===== src/rtl/bp_fe_queue_ckpt_fifo_if.sv =====
// FE/BE handshake bundle for the checkpointed fetch queue.
// The slave modport is the queue itself; the master modport is the FE/BE side.
interface bp_fe_queue_ckpt_fifo_if #(
    parameter int data_width_p = 64
);
    // FE enqueue side
    logic [data_width_p-1:0] fe_queue_i;
    logic                    fe_queue_v_i;
    logic                    fe_queue_ready_o;

    // BE read / retire / rewind side
    logic [data_width_p-1:0] fe_queue_o;
    logic                    fe_queue_v_o;
    logic                    fe_queue_yumi_i;
    logic                    fe_queue_deq_i;
    logic                    fe_queue_roll_i;
    logic                    fe_queue_clr_i;

    // status
    logic                    empty_o;

    modport slave (
        input  fe_queue_i, fe_queue_v_i,
        output fe_queue_ready_o,
        output fe_queue_o, fe_queue_v_o,
        input  fe_queue_yumi_i, fe_queue_deq_i, fe_queue_roll_i, fe_queue_clr_i,
        output empty_o
    );

    modport master (
        output fe_queue_i, fe_queue_v_i,
        input  fe_queue_ready_o,
        input  fe_queue_o, fe_queue_v_o,
        output fe_queue_yumi_i, fe_queue_deq_i, fe_queue_roll_i, fe_queue_clr_i,
        input  empty_o
    );
endinterface


===== src/rtl/bp_fe_queue_ckpt_fifo.sv =====
// Checkpointed FIFO between FE fetch and BE checker.
// Three pointers: wptr (write), rptr (speculative read), cptr (commit).
// Storage is released only on deq, so roll can always replay from cptr.
module bp_fe_queue_ckpt_fifo #(
    parameter int els_p        = 8,
    parameter int data_width_p = 64
) (
    input  logic                  clk_i,
    input  logic                  reset_i,
    bp_fe_queue_ckpt_fifo_if.slave fe_if
);
    localparam int idx_w_lp = $clog2(els_p);
    localparam int ptr_w_lp = idx_w_lp + 1;

    typedef logic [ptr_w_lp-1:0] ptr_t;

    ptr_t wptr, rptr, cptr;
    ptr_t wptr_n, rptr_n, cptr_n;

    logic [data_width_p-1:0] mem [els_p];

    logic [idx_w_lp-1:0] widx, ridx, cidx;
    logic                full;
    logic                enq;
    logic                mem_we;
    ptr_t                occupancy;
    ptr_t                popped;

    assign widx = wptr[idx_w_lp-1:0];
    assign ridx = rptr[idx_w_lp-1:0];
    assign cidx = cptr[idx_w_lp-1:0];

    // Same index with opposite wrap bits means every slot is owned by an unretired packet.
    assign full = (widx == cidx) & (wptr[ptr_w_lp-1] != cptr[ptr_w_lp-1]);

    // Status outputs come only from registers and reset_i, so none of the BE
    // commands can combinationally affect what FE sees this cycle.
    assign fe_if.fe_queue_ready_o = ~full & ~reset_i;
    assign fe_if.fe_queue_v_o     = (rptr != wptr);
    assign fe_if.empty_o          = (wptr == cptr);
    assign fe_if.fe_queue_o       = mem[ridx];

    assign enq    = fe_if.fe_queue_v_i & fe_if.fe_queue_ready_o;
    // A clr in the same cycle wipes the packet, so it must not land in storage either.
    assign mem_we = enq & ~fe_if.fe_queue_clr_i;

    // Next-pointer selection: deq first advances the commit point, then clr/roll/normal flow.
    always_comb begin
        cptr_n = cptr + ptr_t'(fe_if.fe_queue_deq_i);
        wptr_n = wptr;
        rptr_n = rptr;
        if (fe_if.fe_queue_clr_i) begin
            wptr_n = cptr_n;
            rptr_n = cptr_n;
        end else if (fe_if.fe_queue_roll_i) begin
            rptr_n = cptr_n;
            if (enq)
                wptr_n = wptr + ptr_t'(1);
        end else begin
            if (enq)
                wptr_n = wptr + ptr_t'(1);
            if (fe_if.fe_queue_yumi_i)
                rptr_n = rptr + ptr_t'(1);
        end
    end

    // Pointer registers; reset returns the queue to empty.
    always_ff @(posedge clk_i) begin
        if (reset_i) begin
            wptr <= '0;
            rptr <= '0;
            cptr <= '0;
        end else begin
            wptr <= wptr_n;
            rptr <= rptr_n;
            cptr <= cptr_n;
        end
    end

    // Packet storage; cleared on reset so fe_queue_o is never X.
    always_ff @(posedge clk_i) begin
        if (reset_i) begin
            for (int i = 0; i < els_p; i++)
                mem[i] <= '0;
        end else if (mem_we) begin
            mem[widx] <= fe_if.fe_queue_i;
        end
    end

    // Distances from the commit point, used only by the protocol checks below.
    assign occupancy = wptr - cptr;
    assign popped    = rptr - cptr;

    // Retiring needs at least one popped, unretired packet.
    a_deq_legal: assert property (@(posedge clk_i) disable iff (reset_i)
        fe_if.fe_queue_deq_i |-> (cptr != rptr));

    // Popping needs a visible packet.
    a_yumi_legal: assert property (@(posedge clk_i) disable iff (reset_i)
        fe_if.fe_queue_yumi_i |-> fe_if.fe_queue_v_o);

    // cptr <= rptr <= wptr in modular order, and never more than els_p live entries.
    a_ptr_order: assert property (@(posedge clk_i) disable iff (reset_i)
        (popped <= occupancy) && (occupancy <= ptr_t'(els_p)));

endmodule


===== src/flat_wrapper.sv =====
// flat-port wrapper written by rule: the top's interface ports become plain ports
module bp_fe_queue_ckpt_fifo_flat 
#(
    parameter int els_p        = 8,
    parameter int data_width_p = 64
)
  (clk_i, reset_i, fe_if_fe_queue_i, fe_if_fe_queue_v_i, fe_if_fe_queue_ready_o, fe_if_fe_queue_o, fe_if_fe_queue_v_o, fe_if_fe_queue_yumi_i, fe_if_fe_queue_deq_i, fe_if_fe_queue_roll_i, fe_if_fe_queue_clr_i, fe_if_empty_o);
  bp_fe_queue_ckpt_fifo_if #(.data_width_p(data_width_p)) fe_if_i ();
  input  logic clk_i;
  input  logic reset_i;
  input wire logic [$bits(fe_if_i.fe_queue_i)-1:0] fe_if_fe_queue_i;
  input wire logic [$bits(fe_if_i.fe_queue_v_i)-1:0] fe_if_fe_queue_v_i;
  output wire logic [$bits(fe_if_i.fe_queue_ready_o)-1:0] fe_if_fe_queue_ready_o;
  output wire logic [$bits(fe_if_i.fe_queue_o)-1:0] fe_if_fe_queue_o;
  output wire logic [$bits(fe_if_i.fe_queue_v_o)-1:0] fe_if_fe_queue_v_o;
  input wire logic [$bits(fe_if_i.fe_queue_yumi_i)-1:0] fe_if_fe_queue_yumi_i;
  input wire logic [$bits(fe_if_i.fe_queue_deq_i)-1:0] fe_if_fe_queue_deq_i;
  input wire logic [$bits(fe_if_i.fe_queue_roll_i)-1:0] fe_if_fe_queue_roll_i;
  input wire logic [$bits(fe_if_i.fe_queue_clr_i)-1:0] fe_if_fe_queue_clr_i;
  output wire logic [$bits(fe_if_i.empty_o)-1:0] fe_if_empty_o;
  assign fe_if_i.fe_queue_i = fe_if_fe_queue_i;
  assign fe_if_i.fe_queue_v_i = fe_if_fe_queue_v_i;
  assign fe_if_fe_queue_ready_o = fe_if_i.fe_queue_ready_o;
  assign fe_if_fe_queue_o = fe_if_i.fe_queue_o;
  assign fe_if_fe_queue_v_o = fe_if_i.fe_queue_v_o;
  assign fe_if_i.fe_queue_yumi_i = fe_if_fe_queue_yumi_i;
  assign fe_if_i.fe_queue_deq_i = fe_if_fe_queue_deq_i;
  assign fe_if_i.fe_queue_roll_i = fe_if_fe_queue_roll_i;
  assign fe_if_i.fe_queue_clr_i = fe_if_fe_queue_clr_i;
  assign fe_if_empty_o = fe_if_i.empty_o;
  bp_fe_queue_ckpt_fifo #(.els_p(els_p), .data_width_p(data_width_p)) u_core (.clk_i(clk_i), .reset_i(reset_i), .fe_if(fe_if_i));
endmodule

===== config.mk =====
export PLATFORM = sky130hd
export DESIGN_NAME = bp_fe_queue_ckpt_fifo_flat
export DESIGN_NICKNAME = d
export VERILOG_FILES = /design/src/rtl/bp_fe_queue_ckpt_fifo_if.sv /design/src/rtl/bp_fe_queue_ckpt_fifo.sv /design/src/flat_wrapper.sv
export SDC_FILE = /design/constraint.sdc
export NUM_CORES = 1
export LEC_CHECK = 0
export ABC_AREA = 1
export CORE_UTILIZATION = 35
export DETAILED_ROUTE_END_ITERATION = 7
export DONT_BUFFER_PORTS = 1
export PLACE_DENSITY = 0.59
export RECOVER_POWER = 25
export SETUP_SLACK_MARGIN = 0.2
export SYNTH_ARGS = -nofsm -noshare
export SYNTH_HDL_FRONTEND = slang
export SYNTH_SLANG_ARGS = --single-unit

===== constraint.sdc =====
create_clock -name clk_i -period 8.2 [get_ports clk_i]
set_input_delay 1.64 -clock clk_i [delete_from_list [all_inputs] [get_ports clk_i]]
set_output_delay 1.64 -clock clk_i [all_outputs]
set_load 0.03 [all_outputs]

; ---- After elaboration in Yosys (flattened, before gate mapping)
; Memories as Yosys holds them, arrays and structs flattened. A register that Yosys moved wholly into a read port is not among the register bits.
; Index checks and enable logic that the tools add are counted.
[word_totals]
register_bits = 12
ramBits = 512
in_bits = 71
output_inout_bits = 67
wordCells = 36
memories = 1
[memory_table]
columns = name, words, word_bits, rd, rd_clocked_by_memory_dff, wr, line
row1 = u_core.mem, 8, 64, 1, 1, 8, bp_fe_queue_ckpt_fifo.sv:20  ; logic [data_width_p-1:0] mem [els_p];
[classes]
addsub = 3
n_eq_ne = 4
mux = 15
n_bitwise = 7
reduce_logical = 3
[ops]
columns = op, count
row1 = $mux 64, 1
row2 = $reduce_or 64->1, 1
row3 = $mux 4, 5
row4 = $mux 3, 3
row5 = $add 4x1->4 const B, 2
row6 = $mux 1, 6
row7 = $add 4x1->4, 1
row8 = $and 1x1->1, 4
row9 = $eq 4x4->1, 1
row10 = $ne 4x4->1, 1
row11 = $eq 3x3->1, 1
row12 = $not 1->1, 3
row13 = $reduce_bool 3->1, 1
row14 = $reduce_bool 2->1, 1
row15 = $ne 1x1->1, 1

; ---- Depth between registers and ports, before layout
; Gate-level depths: netlist of run 1.
[logic_depth]
ltp_word = 11
mapped_depth = 11
depth_no_buf = 8

; ---- Worst setup path before layout of run 1
; No wires, ideal clock.
[synth_timing]
path_type = in2reg
startpoint = input reset_i
endpoint = memory u_core.mem[1][0] (enable)
setup_time_ns = 0.574
arrival_ns = 7.020
required_ns = 7.626
setup_slack_ns = 0.606
cell_stages = 7
path_buffers = 2
path_cell_list = clkbuf_1 > inv_1 > nand2_1 > inv_2 > nand3_2 > buf_2 > o21ai_0
[synth_lines]
columns = item, line
row1 = "start, declared", flat_wrapper.sv:10  ; input logic reset_i;
row2 = "end, declared", bp_fe_queue_ckpt_fifo.sv:20

==> flow_metrics.py, run 1 <==
metrics = {
    "sta": {
        "layout_worst_path_cycle_share_pct": 72.7,
        "maxSlewViolCount": 53,
        "finClkSkew_ns": 0.0170,
        "slew_at_the_pin_with_the_worst_max_slew_slack_ns": 3.25,
        "setup_total_negative_slack_ns": 0,
        "finalHoldViolCount": 0,
        "finalCriticalPeriod_ns": 5.96,
        "relSlewSlack_pct": -116,
        "maxClockFrequency_ghz": 0.168,
        "grt_setup_unrepaired": "false",
        "timing.final.setup_violations": 0,
    },
    "cells_and_area": {
        "fill_cells": 6822,
        "final_design_area_no_fill_mm2": 0.0267,
        "synthToLayoutAreaGrowth_pct": 7.71,
        "stdcell_count": 3110,
        "n_antenna_cell": 0,
        "post_route_cells_drive_above_1_share_pct": 13.7,
        "nNetsFinal": 2204,
        "final_core_util_pct": 38.1,
    },
    "setup_path": {
        "crit_path_start_kind": "primary input",
        "worst_setup_path_startpoint": "reset_i",
        "worstSetupEndpoint": "u_core.mem[7][1]$_SDFFCE_PN0P_",
        "crit_path_end_kind": "flop",
        "timing.reg2reg.worst_path_depth": 9,
        "worstReg2RegStart": "u_core.wptr[0]$_SDFFE_PP0P_",
        "ff2ff_setup_slack_ns": 2.64,
        "critical_path.max_fanout": 75,
        "critical_path_class": "in2reg",
        "ff_to_ff_end": "u_core.mem[7][1]$_SDFFCE_PN0P_",
        "timing.critical_path.required_ns": 8.52,
        "cp.arrival_ns": 6.28,
    },
    "power_and_ir_drop": {
        "power_switching_share_pct": 27.4,
        "peakVddDrop_v": 0.000161,
        "p_per_area_mw_per_mm2": 233,
        "p_comb_share_pct": 12.8,
        "clock_power_share_pct": 37.5,
        "p_switching_uw": 1700,
        "p_leak_uw": 0.00931,
        "intPower_uw": 4520,
        "p_seq_share_pct": 49.7,
    },
    "floorplanning": {
        "initial_core_util_pct": 35.4,
        "die-height_um": 268,
        "core.rowCount": 97,
        "dieWidth_um": 268,
        "die_area_mm2": 0.0719,
        "num_io_pins": 138,
        "core_area_mm2": 0.0700,
    },
    "clocking": {
        "numClockSinks": 527,
        "ctsRootBufferMaster": "sky130_fd_sc_hd__clkbuf_16",
        "clkTransAtPathRegs_ns": 0.06,
        "cts-buffers-inserted": 56,
        "tritoncts": "yes",
        "cts_max_path_buffers": 3,
        "insertion_delay_ns": 0.61,
        "cts_resized": 0,
        "cts_setup_buffers": 0,
        "holdBufCountCts": 0,
        "htree_num_levels": 2,
    },
    "placed_design": {
        "placed_cell_count": 3011,
        "post_dp_cell_area_mm2": 0.0252,
        "numPortBuffers": 0,
        "routabilityCongestion": 0.759,
        "post-dp-hpwl_um": 33700,
    },
    "synthesis": {
        "yosysWarnings": 0,
        "netlist_instances": 2234,
        "synthDominantCellAreaShare_pct": 62.0,
        "synthesized_area_per_cell_um2": 11.1,
        "synth.distinct_cells": 28,
        "postSynthNetCount": 2309,
        "share_of_synthesized_area_occupied_by_flip_flops_and_latches_pct": 63.2,
        "synth.largest_area_cell": "sky130_fd_sc_hd__edfxtp_1",
        "synth-seq-cells": 527,
        "mappedNetlistArea_mm2": 0.0248,
        "yosys-top-cells-area": "sky130_fd_sc_hd__edfxtp_1 62%, sky130_fd_sc_hd__nor2_1 9.8%, sky130_fd_sc_hd__nor3_2 8.1%, sky130_fd_sc_hd__o32ai_1 4.5%, sky130_fd_sc_hd__nand2_1 3.4%",
    },
    "run_status": {
        "run_status": "finished with violations",
        "failed_checks": "capacitance limit, slew limit",
    },
    "grt": {
        "antenna_found_initial": 1,
        "largest_net_degree_at_the_start_of_global_routing": 257,
        "wire_length_of_the_first_global_routing_pass_um": 99800,
        "global_route.usage.total_pct": 18.1,
        "first_global_vias": 16718,
        "grt_overflow_total": 0,
    },
    "route": {
        "route.detailed.vias_per_inst": 5.30,
        "firstDrtPassIters": 5,
        "drt_first_iter_violations": 1488,
        "routed_wl_um": 64900,
        "dr_total_vias": 16477,
        "drcViolationCount": 0,
        "routedWlPerCell_um": 20.9,
        "ant_nets": 0,
    },
    "hold_path": {
        "timing.hold.worst.class": "reg2reg",
    },
    "run": {
        "timing.max_cap.violations": 1,
    },
}
==> cell families (layout without fill, tap and decap cells) <==
logic type	count (synthesis)	in the layout	synth area share (%)
simple gates	1144	1144	22.8
flops	527	527	63.2
compound gates	276	276	7.53
buf+inv	271	207	5.80
xor+xnor	12	12	0.424
fa+ha+maj	4	4	0.202
==> power by group through the flow <==
stage          Clock (uW)  Sequential (uW)  Combinational (uW)
2_1_floorplan           0             3150                 615
3_3_place_gp            0             3150                 804
3_5_place_dp            0             3150                 814
4_1_cts              2370             3100                 816
5_1_grt              2470             3110                 872
6_report             2330             3100                 798
==> metrics by stage <==
step | hold WS, ns | worst slack, ns | total power (uW)
after floorplan | 0.513 | 0.606 | 3770
after global placement | 0.573 | 3.30 | 3950
after detailed placement | 0.573 | 3.33 | 3970
after CTS | 0.581 | 3.06 | 6280
after global routing | 0.621 | 2.03 | 6450
final | 0.588 | 2.24 | 6220
==> registers in the layout, summed over array words and instances (netlist names), named ones only <==
name and cells:
u_core.mem 512, u_core.cptr 4, u_core.rptr 4, u_core.wptr 4
==> cells in the mapped netlist <==
cell                       number
sky130_fd_sc_hd__ha_1           4
sky130_fd_sc_hd__nor3_1        56
sky130_fd_sc_hd__o22ai_1        1
sky130_fd_sc_hd__and3_1         1
sky130_fd_sc_hd__xor2_1         5
sky130_fd_sc_hd__buf_1          7
sky130_fd_sc_hd__xnor2_1        7
sky130_fd_sc_hd__nor3_2       200
sky130_fd_sc_hd__nand2_1      225
sky130_fd_sc_hd__edfxtp_1     512
sky130_fd_sc_hd__nand3_1        6
sky130_fd_sc_hd__inv_2          5
sky130_fd_sc_hd__o21ai_0      140
sky130_fd_sc_hd__buf_6         42
sky130_fd_sc_hd__clkbuf_1      82
sky130_fd_sc_hd__o32ai_1      128
sky130_fd_sc_hd__nand4_1        2
sky130_fd_sc_hd__dfxtp_1       15
sky130_fd_sc_hd__a21oi_1        5
sky130_fd_sc_hd__nand4_2        1
sky130_fd_sc_hd__nand3_2        2
sky130_fd_sc_hd__nor2_4         1
sky130_fd_sc_hd__buf_2         42
sky130_fd_sc_hd__o211ai_1       1
sky130_fd_sc_hd__a211oi_1       1
sky130_fd_sc_hd__nor2_1       650
sky130_fd_sc_hd__inv_1         79
sky130_fd_sc_hd__buf_4         14
==> cell type report <==
| cell class | count | area, um2 | area share, % |
|---|---|---|---|
| clock buffers | 72 | 1480 | 5.55 |
| multi-input cells | 1436 | 7670 | 28.7 |
| repair buffers | 24 | 201 | 0.754 |
| inverters | 84 | 323 | 1.21 |
| flip-flops and latches | 527 | 15700 | 58.7 |
| clock inverters | 27 | 161 | 0.604 |
| well taps | 940 | 1180 | 4.40 |
==> worst max-delay path, stage by stage <==
cell	delay [ns]
sky130_fd_sc_hd__inv_1	0.33
sky130_fd_sc_hd__nand2_1	0.20
sky130_fd_sc_hd__inv_1	0.18
sky130_fd_sc_hd__nand3_1	0.22
sky130_fd_sc_hd__clkbuf_1	2.30
sky130_fd_sc_hd__buf_4	1.20
sky130_fd_sc_hd__nor3_1	0.10
==> layout by cell type, fill, tap and decap left out, drive strengths merged <==
master    instances
a211oi            1
a21oi             5
and3              1
buf              23
bufinv            1
clkbuf           73
clkinv           20
clkinvlp          3
dfxtp            15
edfxtp          512
ha                4
inv              87
nand2           225
nand3             8
nand4             3
nor2            651
nor3            256
o211ai            1
o21ai           140
o22ai             1
o32ai           128
xnor2             7
xor2              5
==> worst min path at each step <==
stage | cells past startpoint | slack (ns) | endpoint | startpoint
3_3_place_gp | 2 | 0.57 | u_core.wptr[3]$_SDFFE_PP0P_ | u_core.wptr[3]$_SDFFE_PP0P_
6_report | 2 | 0.59 | u_core.wptr[3]$_SDFFE_PP0P_ | u_core.wptr[3]$_SDFFE_PP0P_
5_1_grt | 2 | 0.62 | u_core.wptr[3]$_SDFFE_PP0P_ | u_core.wptr[3]$_SDFFE_PP0P_
2_1_floorplan | 2 | 0.51 | u_core.wptr[3]$_SDFFE_PP0P_ | u_core.wptr[3]$_SDFFE_PP0P_
3_5_place_dp | 2 | 0.57 | u_core.wptr[3]$_SDFFE_PP0P_ | u_core.wptr[3]$_SDFFE_PP0P_
4_1_cts | 2 | 0.58 | u_core.wptr[3]$_SDFFE_PP0P_ | u_core.wptr[3]$_SDFFE_PP0P_
==> per-layer routing <==
metal,up-vias,GRT usage (%),routed length (um)
li1,7621,-,-
met1,8348,23.5,27500
met2,440,31.3,32700
met3,66,2.92,3720
met4,2,4.62,1050
met5,-,0,11
Power figures use the tool's default switching activity.
==> run 2, diff against run 1 <==
Settings changed: PLACE_DENSITY 0.59 to 0.61.
Clock period 8.2 ns to 5.05 ns, I/O delays scaled along.
==> run 2 against run 1 <==
- the flow still finishes with violations (capacitance limit, slew limit)
- global-route usage rose by 0.88 points
- clock skew rose by 0.0028 ns
- register-to-register slack got worse by 1.7 ns
- hold slack got worse by 0.13 ns
- critical path depth rose by 2
- critical endpoint is now u_core.mem[6][9]$_SDFFCE_PN0P_
- largest power group unchanged
- highest routed layer unchanged
==> flow_metrics.py, run 2 (same netlist as run 1, synthesis figures left out) <==
metrics = {
    "sta": {
        "finalHoldViolCount": 0,
        "layout_worst_path_cycle_share_pct": 82.1,
        "relSlewSlack_pct": -50.1,
        "slew_at_the_pin_with_the_worst_max_slew_slack_ns": 2.25,
        "timing.final.setup_violations": 0,
        "grt_setup_unrepaired": "false",
        "finClkSkew_ns": 0.0198,
        "maxClockFrequency_ghz": 0.241,
        "maxSlewViolCount": 198,
        "setup_total_negative_slack_ns": 0,
        "finalCriticalPeriod_ns": 4.15,
    },
    "power_and_ir_drop": {
        "p_per_area_mw_per_mm2": 388,
        "p_leak_uw": 0.00951,
        "peakVddDrop_v": 0.000193,
        "total_power_after_layout_uw": 10400,
    },
    "grt": {
        "wire_length_of_the_first_global_routing_pass_um": 103000,
        "first_global_vias": 16600,
        "grt_overflow_total": 0,
        "global_route.usage.total_pct": 19.0,
        "largest_net_degree_at_the_start_of_global_routing": 149,
        "antenna_found_initial": 3,
    },
    "route": {
        "firstDrtPassIters": 5,
        "routedWlPerCell_um": 21.8,
        "dr_total_vias": 16728,
        "route.detailed.vias_per_inst": 5.33,
        "drt_first_iter_violations": 1394,
        "ant_nets": 0,
        "routed_wl_um": 68400,
        "drcViolationCount": 0,
    },
    "hold_path": {
        "min_to": "u_core.cptr[1]$_SDFF_PP0_",
        "min_delay_path_depth": 1,
        "timing.hold.worst.class": "in2reg",
        "min-delay-start": "reset_i",
    },
    "setup_path": {
        "path_cells": "inv_1 > nand2_1 > nand2_1 > nand4_1 > nand3_1 > nor2_1 > nand2_2 > nand2_1 > buf_12",
        "cp.arrival_ns": 4.44,
        "timing.critical_path.required_ns": 5.34,
        "critical_path_class": "reg2reg",
        "crit_family": "simple AND/OR/NAND/NOR gates",
        "ff2ff_setup_slack_ns": 0.90,
        "slowest_stage": "sky130_fd_sc_hd__nand2_1",
        "crit_path_end_kind": "flop",
        "critPathMaxStageDelay_ns": 1.54,
        "cp_common_cell": "sky130_fd_sc_hd__nand2_1",
        "worstReg2RegStart": "u_core.wptr[0]$_SDFFE_PP0P_",
        "timing.reg2reg.worst_path_depth": 9,
        "cp_num_buf_inv": 2,
        "critical_path.max_fanout": 34,
        "ff_to_ff_end": "u_core.mem[6][9]$_SDFFCE_PN0P_",
        "crit_path_start_kind": "flop",
    },
    "cells_and_area": {
        "synthToLayoutAreaGrowth_pct": 8.22,
        "largest_reg_flops": 512,
        "fill_cells": 6835,
        "commonest_cells_after_routing_fill_and_taps_aside": "651 x sky130_fd_sc_hd__nor2_1, 512 x sky130_fd_sc_hd__edfxtp_1, 216 x sky130_fd_sc_hd__nand2_1",
        "most_frequent_standard_cell_in_the_layout_excluding_fill_and_tap_cells": "sky130_fd_sc_hd__nor2_1",
        "post_route_cells_drive_above_1_share_pct": 11.6,
        "max_flop_register": "u_core.mem",
        "nNetsFinal": 2227,
    },
    "clocking": {
        "cts-buffers-inserted": 57,
        "holdBufCountCts": 0,
        "clkTransAtPathRegs_ns": 0.06,
        "numClockSinks": 527,
        "tritoncts": "yes",
        "ctsRootBufferMaster": "sky130_fd_sc_hd__clkbuf_16",
        "insertion_delay_ns": 0.63,
        "cts_setup_buffers": 0,
        "cts_max_path_buffers": 3,
        "cts_resized": 0,
        "htree_num_levels": 2,
    },
    "floorplanning": {
        "num_io_pins": 138,
        "initial_core_util_pct": 35.4,
        "core.rowCount": 97,
        "core_area_mm2": 0.0700,
        "dieWidth_um": 268,
        "die_area_mm2": 0.0719,
        "die-height_um": 268,
    },
    "run": {
        "timing.max_cap.violations": 4,
    },
    "run_status": {
        "run_status": "finished with violations",
        "failed_checks": "capacitance limit, slew limit",
    },
    "placed_design": {
        "routabilityCongestion": 0.759,
        "numPortBuffers": 0,
        "post-dp-hpwl_um": 35400,
    },
}
==> run 2: power by group <==
part | total (uW) | switching [uW] | internal [uW] | leakage, uW
registers | 5050 | 83.5 | 4970 | 0.00542
clock network | 4060 | 1730 | 2330 | 0.000865
logic | 1290 | 1010 | 288 | 0.00323
==> run 2: worst max path at each step <==
| stage | start | end | slack, ns | cells after the start |
|---|---|---|---|---|
| 6_report | u_core.wptr[0]$_SDFFE_PP0P_ | u_core.mem[6][9]$_SDFFCE_PN0P_ | 0.90 | 9 |
| 5_1_grt | u_core.wptr[0]$_SDFFE_PP0P_ | u_core.mem[6][9]$_SDFFCE_PN0P_ | 0.60 | 9 |
| 4_1_cts | flop | fe_if_fe_queue_o[13] | 1.02 | 6 |
| 3_5_place_dp | reset_i | u_core.mem[0][37]$_SDFFCE_PN0P_ | 1.42 | 7 |
| 3_3_place_gp | reset_i | u_core.mem[0][42]$_SDFFCE_PN0P_ | 1.48 | 7 |
| 2_1_floorplan | reset_i | u_core.mem[3][0]$_SDFFCE_PN0P_ | -0.19 | 7 |
==> run 2: final cells by class <==
cell class | instances | area [um2] | area share [%]
tap | 940 | 1180 | 4.38
clock buffer | 73 | 1490 | 5.54
inverter | 84 | 323 | 1.20
antenna | 1 | 2.50 | 0.00933
clock inverter | 33 | 299 | 1.11
sequential | 527 | 15700 | 58.5
timing repair buffer | 46 | 515 | 1.92
multi-input combinational | 1436 | 7350 | 27.4
==> run 2: layer usage <==
layer | wire length (um) | track usage (%) | vias up
met1 | 28000 | 23.6 | 8412
li1 | - | - | 7686
met3 | 4540 | 3.65 | 104
met2 | 34100 | 33.1 | 522
met5 | 33 | 0 | -
met4 | 1780 | 5.88 | 4
==> run 2: per-stage QoR <==
step | hold slack, ns | util [%] | instance area, um2 | setup slack [ns] | std cells
5_1_grt | 0.438 | 38.3 | 26800 | 0.597 | 3140
2_1_floorplan | 0.513 | - | 24800 | -0.186 | 2234
4_1_cts | 0.428 | 39.0 | 27300 | 1.02 | 3139
3_5_place_dp | 0.561 | 36.4 | 25500 | 1.42 | 3033
6_report | 0.462 | 38.3 | 26800 | 0.901 | 3140
3_3_place_gp | 0.563 | 36.4 | 25500 | 1.48 | 3033
==> run 3, diff against run 2 <==
Settings changed: PLACE_DENSITY 0.61 to 0.59.
Clock period 5.05 ns to 4.05 ns, I/O delays scaled along.
==> run 3 against run 2 <==
- the flow still finishes with violations (capacitance limit, slew limit)
- count of clock-buffer cells in the layout rose by 1
- final area increased by 1.0%
- non-clock buffer count fell by 3
- sequential power grew 24%
- register-to-register slack worse by 0.45 ns
- via count shrank 0.39%
- cell count about the same
- global-route usage down 0.39 points
==> flow_metrics.py, run 3 (same netlist as run 1, synthesis figures left out) <==
metrics = {
    "clocking": {
        "cts_resized": 0,
        "ctsRootBufferMaster": "sky130_fd_sc_hd__clkbuf_16",
        "insertion_delay_ns": 0.64,
        "tritoncts": "yes",
        "htree_num_levels": 2,
        "holdBufCountCts": 0,
        "clkTransAtPathRegs_ns": 0.06,
        "cts_setup_buffers": 0,
        "cts-buffers-inserted": 56,
        "cts_max_path_buffers": 3,
        "numClockSinks": 527,
    },
    "cells_and_area": {
        "final_core_util_pct": 38.7,
        "commonest_cells_after_routing_fill_and_taps_aside": "651 x sky130_fd_sc_hd__nor2_1, 512 x sky130_fd_sc_hd__edfxtp_1, 218 x sky130_fd_sc_hd__nand2_1",
        "nNetsFinal": 2223,
        "area.sequential_mm2": 0.0157,
        "largest_reg_flops": 512,
        "max_flop_register": "u_core.mem",
        "post_route_cells_drive_above_1_share_pct": 14.9,
        "most_frequent_standard_cell_in_the_layout_excluding_fill_and_tap_cells": "sky130_fd_sc_hd__nor2_1",
        "final_design_area_no_fill_mm2": 0.0271,
        "fill_cells": 6765,
        "area_occupied_by_multi_input_gates_mm2": 0.00773,
        "synthToLayoutAreaGrowth_pct": 9.33,
    },
    "floorplanning": {
        "num_io_pins": 138,
        "core_area_mm2": 0.0700,
        "die_area_mm2": 0.0719,
        "core.rowCount": 97,
        "die-height_um": 268,
        "initial_core_util_pct": 35.4,
        "dieWidth_um": 268,
    },
    "sta": {
        "finClkSkew_ns": 0.0335,
        "setup_total_negative_slack_ns": 0,
        "layout_worst_path_cycle_share_pct": 88.9,
        "timing.final.setup_violations": 0,
        "maxClockFrequency_ghz": 0.278,
        "slew_at_the_pin_with_the_worst_max_slew_slack_ns": 1.97,
        "grt_setup_unrepaired": "false",
        "maxSlewViolCount": 160,
        "finalCriticalPeriod_ns": 3.60,
        "relSlewSlack_pct": -31.9,
        "finalHoldViolCount": 0,
    },
    "setup_path": {
        "critical_path_class": "reg2reg",
        "ff2ff_setup_slack_ns": 0.45,
        "timing.critical_path.required_ns": 4.35,
        "cp.arrival_ns": 3.90,
        "crit_family": "simple AND/OR/NAND/NOR gates",
        "worstReg2RegStart": "u_core.wptr[2]$_SDFFE_PP0P_",
        "timing.reg2reg.worst_path_depth": 5,
        "ff_to_ff_end": "u_core.mem[7][10]$_SDFFCE_PN0P_",
        "path_cells": "nand2_1 > inv_1 > nand2_1 > clkbuf_2 > nor3_1",
        "slowest_stage": "sky130_fd_sc_hd__nand2_1",
        "crit_path_end_kind": "flop",
        "crit_path_start_kind": "flop",
        "cp_common_cell": "sky130_fd_sc_hd__nand2_1",
        "critPathMaxStageDelay_ns": 1.40,
        "critical_path.max_fanout": 37,
        "cp_num_buf_inv": 2,
    },
    "power_and_ir_drop": {
        "peakVddDrop_v": 0.000318,
        "p_per_area_mw_per_mm2": 471,
        "p_leak_uw": 0.00947,
    },
    "route": {
        "dr_total_vias": 16663,
        "firstDrtPassIters": 5,
        "route.detailed.vias_per_inst": 5.31,
        "ant_nets": 0,
        "routedWlPerCell_um": 21.4,
        "routed_wl_um": 67300,
        "drt_first_iter_violations": 1480,
        "drcViolationCount": 0,
    },
    "placed_design": {
        "numPortBuffers": 0,
        "post_dp_cell_area_mm2": 0.0255,
        "post-dp-hpwl_um": 35200,
        "routabilityCongestion": 0.767,
    },
    "run": {
        "timing.max_cap.violations": 4,
    },
    "grt": {
        "antenna_found_initial": 7,
        "global_route.usage.total_pct": 18.6,
        "grt_overflow_total": 0,
        "first_global_vias": 16774,
        "largest_net_degree_at_the_start_of_global_routing": 141,
        "wire_length_of_the_first_global_routing_pass_um": 101000,
    },
    "hold_path": {
        "min_to": "u_core.wptr[3]$_SDFFE_PP0P_",
        "timing.hold.worst.class": "in2reg",
        "min_delay_path_depth": 1,
        "min-delay-start": "reset_i",
    },
    "run_status": {
        "run_status": "finished with violations",
        "failed_checks": "capacitance limit, slew limit",
    },
}
## run 3: cell count changes in the layout (fill, tap and decap cells not counted), sizes merged
cell    before  now
buf         43   37
inv         86   87
bufinv       5    2
clkinv      25   26
clkbuf      76   80
diode        1    2
## run 3: how the worst max path moves through the flow
stage                                 from                              end  cells past startpoint
2_1_floorplan                      reset_i   u_core.mem[3][0]$_SDFFCE_PN0P_                      7
3_3_place_gp                          flop             fe_if_fe_queue_o[18]                      6
3_5_place_dp                          flop             fe_if_fe_queue_o[18]                      6
4_1_cts                               flop             fe_if_fe_queue_o[18]                      6
5_1_grt        u_core.wptr[2]$_SDFFE_PP0P_   u_core.mem[7][9]$_SDFFCE_PN0P_                      5
6_report       u_core.wptr[2]$_SDFFE_PP0P_  u_core.mem[7][10]$_SDFFCE_PN0P_                      5
## run 3: layout make-up
| cell class | count | area share [%] |
|---|---|---|
| Clock inverter | 32 | 0.812 |
| Sequential cell | 527 | 57.9 |
| Tap cell | 940 | 4.34 |
| Clock buffer | 74 | 5.42 |
| Antenna cell | 2 | 0.0185 |
| Inverter | 84 | 1.19 |
| Timing Repair Buffer | 43 | 1.83 |
| Multi-Input combinational cell | 1436 | 28.5 |
## run 3: per-stage QoR
step	hold slack, ns	worst slack [ns]	power [uW]	cells
2_1_floorplan	0.513	-0.986	7610	2234
3_3_place_gp	0.571	1.28	8020	3030
3_5_place_dp	0.561	1.25	8060	3030
4_1_cts	0.233	0.590	12900	3136
5_1_grt	0.249	0.270	13200	3137
6_report	0.267	0.451	12800	3138
## run 3: layer usage
layer,vias up,wire length [um],global-route usage (%)
met5,-,85,0
met4,12,1760,6.33
met3,125,4670,4.22
met2,499,33100,31.8
met1,8349,27700,23.0
li1,7678,-,-
## run 3: power breakdown
| part | switching, uW | internal (uW) | leakage [uW] |
|---|---|---|---|
| combinational | 1280 | 358 | 0.00323 |
| clock | 2160 | 2680 | 0.000814 |
| sequential | 90.1 | 6190 | 0.00542 |
| total | 3530 | 9230 | 0.00947 |
